[config.mk]
export PLATFORM = sky130hd
export DESIGN_NAME = crc32_d8
export DESIGN_NICKNAME = d
export VERILOG_FILES = /design/src/rtl/crc32_d8.sv
export SDC_FILE = /design/constraint.sdc
export NUM_CORES = 1
export LEC_CHECK = 0
export CAP_MARGIN = 20
export CORE_MARGIN = 2
export CORE_UTILIZATION = 54
export CTS_CLUSTER_DIAMETER = 30
export DETAILED_ROUTE_END_ITERATION = 10
export PLACE_DENSITY = 0.88
export SYNTH_ARGS = -nofsm -noshare
export SYNTH_HDL_FRONTEND = slang
export SYNTH_SLANG_ARGS = --single-unit
[constraint.sdc]
create_clock -name clk -period 3.4 [get_ports clk]
set_input_delay 0.85 -clock clk [delete_from_list [all_inputs] [get_ports clk]]
set_output_delay 0.85 -clock clk [all_outputs]
set_load 0.01 [all_outputs]
[src/rtl/crc32_d8.sv]
// crc32_d8 -- byte-parallel CRC-32 (IEEE 802.3 polynomial 0x04C11DB7),
// non-reflected / MSB-first form. One byte per enabled clock, data_in[7]
// is folded in first. crc_out is the raw remainder register: no final XOR
// and no reflection. The Ethernet caller bit-reverses each byte on the way
// in and sends ~bitrev32(crc_out) as the FCS.
//
// Optional feature: define CRC_CHECK_EN to add the crc_ok output, which
// flags the 802.3 good-frame residue after frame bytes plus received FCS.
module crc32_d8 #(
  parameter logic [31:0] INIT = 32'hFFFFFFFF
) (
  input  logic        clk,
  input  logic        rst,
  input  logic [7:0]  data_in,
  input  logic        crc_en,
  output logic [31:0] crc_out
`ifdef CRC_CHECK_EN
  ,
  output logic        crc_ok
`endif
);

  localparam logic [31:0] POLY = 32'h04C11DB7;

  // Eight serial LFSR steps, d[7] first. The loop unrolls into a flat XOR
  // network, so the whole byte is absorbed in a single cycle.
  // NOTE: blocking assignments here are intentional; each iteration must see
  // the value produced by the previous one, which is how the serial shifts
  // collapse into one combinational function.
  function automatic logic [31:0] crc_next(input logic [31:0] r,
                                           input logic [7:0]  d);
    logic [31:0] c;
    logic        fb;
    c = r;
    for (int i = 7; i >= 0; i--) begin
      fb = c[31] ^ d[i];
      c  = {c[30:0], 1'b0} ^ (fb ? POLY : 32'h0);
    end
    return c;
  endfunction

  logic [31:0] remainder;
  logic [31:0] remainder_next;

  // Next remainder if the current byte is folded in.
  always_comb begin
    remainder_next = crc_next(remainder, data_in);
  end

  // Remainder register: reset beats enable; otherwise hold.
  // NOTE: state is updated with non-blocking assignments so every flop
  // samples pre-edge values, independent of block evaluation order.
  always_ff @(posedge clk) begin
    if (rst) begin
      remainder <= INIT;
    end else if (crc_en) begin
      remainder <= remainder_next;
    end
  end

  assign crc_out = remainder;

`ifdef CRC_CHECK_EN
  // Good-frame residue in the non-reflected convention
  // (bit-reversed form of the familiar 0xDEBB20E3).
  localparam logic [31:0] RESIDUE = 32'hC704DD7B;

  assign crc_ok = (remainder == RESIDUE);
`endif

endmodule

==> results_tabular.tex <==
\begin{tabular}{lr}
\hline
Metric & Value \\
\hline
\multicolumn{2}{l}{\textbf{Pwr}} \\
Total Power Consumption & around 2.8 mW \\
Max IR drop VDD & between 0.0005 and 0.0006 V \\
Leakage power summed over all cells & about 1 nW \\
Areal power density over the cells & $\sim$1100 mW/mm\^{}2 \\
\multicolumn{2}{l}{\textbf{Final layout}} \\
Final non-filler cell area & between 0.002 and 0.0025 sq mm \\
Core Util, Final & between 70\% and 80\% \\
Net total in the final layout & between 200 and 250 \\
Ratio of cells with drive above 1 in the final layout & 12.71\% \\
Number of flip-flops in the largest register & 32 \\
Filler Cells Inserted & between 200 and 250 \\
Area growth from synthesis to final layout & 28.46\% \\
Diode count & 0 \\
Post-layout instance count excluding filler cells & $\sim$280 \\
\multicolumn{2}{l}{\textbf{Floorplan}} \\
Boundary pin count & 43 \\
Initial Utilization & a little under three fifths \\
Area enclosed by the die boundary & $\sim$0.0041 sq mm \\
Die width & roughly 64 microns \\
Row Count & 21 \\
Die extent in y & approximately 64 microns \\
Core Region & roughly 0.0034 sq mm \\
\multicolumn{2}{l}{\textbf{Clock network}} \\
CTS Hold Buffers Added & 0 \\
Reg clk slew, reported paths & 100 ps \\
CTS H-Tree Depth & 2 \\
Clock insertion delay at the later pin of the skew report & between 300 and 400 ps \\
Quantity of gates resized following cts & 0 \\
Root Buffer Master & sky130\_fd\_sc\_hd\_\_clkbuf\_4 \\
Clock Sinks & 32 \\
Cts bufs inserted & 5 \\
CTS tree & built \\
Postcts setup bufs & 0 \\
Number of buffers on the longest clock path & 2 \\
\multicolumn{2}{l}{\textbf{Global routing}} \\
Global routing's busiest layer & met2 \\
Remaining global-route overflow & 0 \\
Met1 layer usage reported by global route & 28.09\% \\
Number of antenna violations at the first check in global routing & 0 \\
Met2 routing resource usage after global routing & 33.55\% \\
Global-route wire length before repair & roughly 6600 microns \\
Pin count of the biggest net entering global routing & 23 \\
Overall routing resource usage & between 20\% and 30\% \\
Vias in the first global route & 1377 \\
Met3 demand-to-capacity share in global routing & around 3.6\% \\
\multicolumn{2}{l}{\textbf{Timing}} \\
Post-route worst hold slack & 527.8 ps \\
Headroom to the max-slew limit & 60.04\% \\
Minimum clock period after layout & 2504 ps \\
Max-slew violations & 0 \\
Crit path setup slack, layout & roughly 900 ps \\
Final hold violation count & 0 \\
Worst Tran Pin Value & between 500 and 600 ps \\
Aggregate negative setup slack & 0 ps \\
RSZ-0062 raised after global routing & false \\
Clock skew after layout & a little under 10 ps \\
Fmax & between 0.3 and 0.4 GHz \\
Setup-violating endpoint count in the final report & 0 \\
Tcrit/Tclk final & 73.65\% \\
\multicolumn{2}{l}{\textbf{Worst hold path}} \\
Worst Hold Class & flip-flop to flip-flop \\
Worst hold path startpoint & crc\_out[19] \\
Hold Path End & crc\_out[19] \\
Worst hold path depth & 1 \\
\multicolumn{2}{l}{\textbf{Flow run}} \\
Reported max-cap violation count & 0 \\
\multicolumn{2}{l}{\textbf{Synthesis}} \\
Nets in the synthesized netlist & 200 \\
Share of synthesized cell area in full adder, half adder and majority cells & 0\% \\
Yosys warnings & 0 \\
Mean instance size in the synthesized netlist & 10.19 sq um \\
Flop and latch count out of synthesis & 32 \\
XOR/XNOR Fraction of Synth Area & approximately 44\% \\
Post-synthesis cell count & 189 \\
Share of flip-flops with an asynchronous set or reset after synthesis & 0\% \\
Synthesized cell area & just under 0.002 sq mm \\
Share of cell area taken by muxes after synthesis & less than 1\% \\
Simple-gate area share of the yosys netlist & under 10\% \\
Cell types occupying the most area after synthesis & sky130\_fd\_sc\_hd\_\_dfxtp\_1, sky130\_fd\_sc\_hd\_\_xnor2\_1, sky130\_fd\_sc\_hd\_\_xor2\_1 \\
Most frequent cells after synthesis & sky130\_fd\_sc\_hd\_\_xnor2\_1, sky130\_fd\_sc\_hd\_\_dfxtp\_1, sky130\_fd\_sc\_hd\_\_nand2\_1 \\
Post-synth EDFFs & 0 \\
Proportion of netlist area held by the largest area contributor & 33.27\% \\
Proportion of synthesized chip area in sequential cells & 33.27\% \\
Largest family of logic cells by synthesized area & XOR/XNOR gates \\
Compound-cell area share of the yosys netlist & roughly 13\% \\
Primary FF master, synth & sky130\_fd\_sc\_hd\_\_dfxtp\_1 \\
Synth area leader & sky130\_fd\_sc\_hd\_\_dfxtp\_1 \\
Most instantiated library cell after synthesis & sky130\_fd\_sc\_hd\_\_xnor2\_1 \\
Unique cell type count in the Yosys netlist & 22 \\
\multicolumn{2}{l}{\textbf{Worst setup path}} \\
Critical path fanouts, max & 4 \\
Setup Crit Path Kind & input port to flip-flop \\
Worst R2R Path Depth & 5 \\
Critical path endpoint category & flip-flop \\
Reg-to-reg startpoint & crc\_out[30] \\
Capturing point of the worst reg2reg path & crc\_out[8] \\
CP arrival & approximately 2700 ps \\
Data required time of the worst path & 3630 ps \\
Setup slack on the worst flop-to-flop path & around 1500 ps \\
Setup crit start kind & input port \\
\multicolumn{2}{l}{\textbf{Placed design}} \\
Final GP Congestion & 0.8342 \\
Detailed placement HPWL & between 2000 and 3000 microns \\
I/O Buffers & between 40 and 50 \\
Cells after DPL & between 200 and 300 \\
Area after detailed placement & roughly 0.0024 sq mm \\
Post-placement setup slack & approximately 560 ps \\
\multicolumn{2}{l}{\textbf{Outcome}} \\
Status & finished clean \\
\multicolumn{2}{l}{\textbf{Drt}} \\
Avg WL per Cell & $\sim$14 microns \\
Number of iterations in the first detailed-routing pass & 4 \\
Vias per std cell & roughly 5 \\
Post-route ant nets & 0 \\
Routed vias & 1423 \\
First DRT Iteration DRCs & 89 \\
Post-route DRC violation count & 0 \\
Total routed wirelength & 3885 microns \\
\hline
\end{tabular}
==> cell usage in the layout (no fill, tap or decap) <==
master                            netlist  layout
sky130_fd_sc_hd__xnor2_1               38      38
sky130_fd_sc_hd__xnor3_2                1       1
sky130_fd_sc_hd__nor2_1                13      13
sky130_fd_sc_hd__xnor2_2                8       8
sky130_fd_sc_hd__mux2i_1                1       1
sky130_fd_sc_hd__xor2_2                 3       3
sky130_fd_sc_hd__clkdlybuf4s50_1        0      42
sky130_fd_sc_hd__inv_1                  2       2
sky130_fd_sc_hd__xnor2_4                4       4
sky130_fd_sc_hd__clkbuf_4               0       5
sky130_fd_sc_hd__nor3_1                 2       2
sky130_fd_sc_hd__xor2_1                18      18
sky130_fd_sc_hd__o211ai_1               8       8
sky130_fd_sc_hd__nor2b_1                2       2
sky130_fd_sc_hd__nand2_1               19      19
sky130_fd_sc_hd__dfxtp_1               32      32
sky130_fd_sc_hd__buf_4                  0       6
sky130_fd_sc_hd__o21ai_0                8       8
sky130_fd_sc_hd__clkbuf_1               7       2
sky130_fd_sc_hd__a21oi_1                6       6
sky130_fd_sc_hd__xnor3_1                2       2
sky130_fd_sc_hd__clkbuf_8               0       1
sky130_fd_sc_hd__a21bo_2                2       2
sky130_fd_sc_hd__a211o_1               10      10
sky130_fd_sc_hd__o21ai_1                1       1
==> worst max-delay path: stages <==
cell                              delay [ps]
sky130_fd_sc_hd__clkdlybuf4s50_1         530
sky130_fd_sc_hd__xor2_1                  240
sky130_fd_sc_hd__xnor3_1                 570
sky130_fd_sc_hd__xnor2_1                 190
sky130_fd_sc_hd__xnor2_1                 140
sky130_fd_sc_hd__a21bo_2                 210
==> routing by layer <==
metal | share of wire, % | up-vias
met2 | 48 | 42
met5 | 0 | -
met3 | 4.6 | 6
li1 | - | 715
met4 | 1.7 | 0
met1 | 46 | 660
==> worst max-delay path by stage <==
stage,start,endpoint,depth (start not counted)
floorplan,data_in[6],crc_out[7],5
global placement,data_in[6],crc_out[11],6
detailed placement,data_in[6],crc_out[8],6
CTS,data_in[6],crc_out[8],6
global route,data_in[6],crc_out[10],6
finish,data_in[6],crc_out[8],6
==> cells by family (layout without fill, tap and decap cells) <==
logic type / count (synthesis) / count (layout)
simple gates: 36 / 36
compound gates: 35 / 35
flops: 32 / 32
mux: 1 / 1
buf+inv: 11 / 58
xor+xnor: 74 / 74
==> final cells by class <==
cell class | count | area (sq um) | share of cell area [%]
Sequential cell | 32 | 640.6 | 25.90
Clock buffer | 8 | 58.81 | 2.377
Tap cell | 46 | 57.56 | 2.327
Inverter | 2 | 7.507 | 0.3035
Timing Repair Buffer | 48 | 465.4 | 18.82
Multi-Input combinational cell | 146 | 1244 | 50.28
==> power breakdown <==
part | internal (mW) | switching [mW] | leakage, nW | total (mW)
sequential | 0.515 | 0.148 | 0.266 | 0.664
clock | 0.102 | 0.127 | 0.0326 | 0.229
combinational | 1.02 | 0.840 | 0.676 | 1.86
Power figures use the tool's default switching activity.
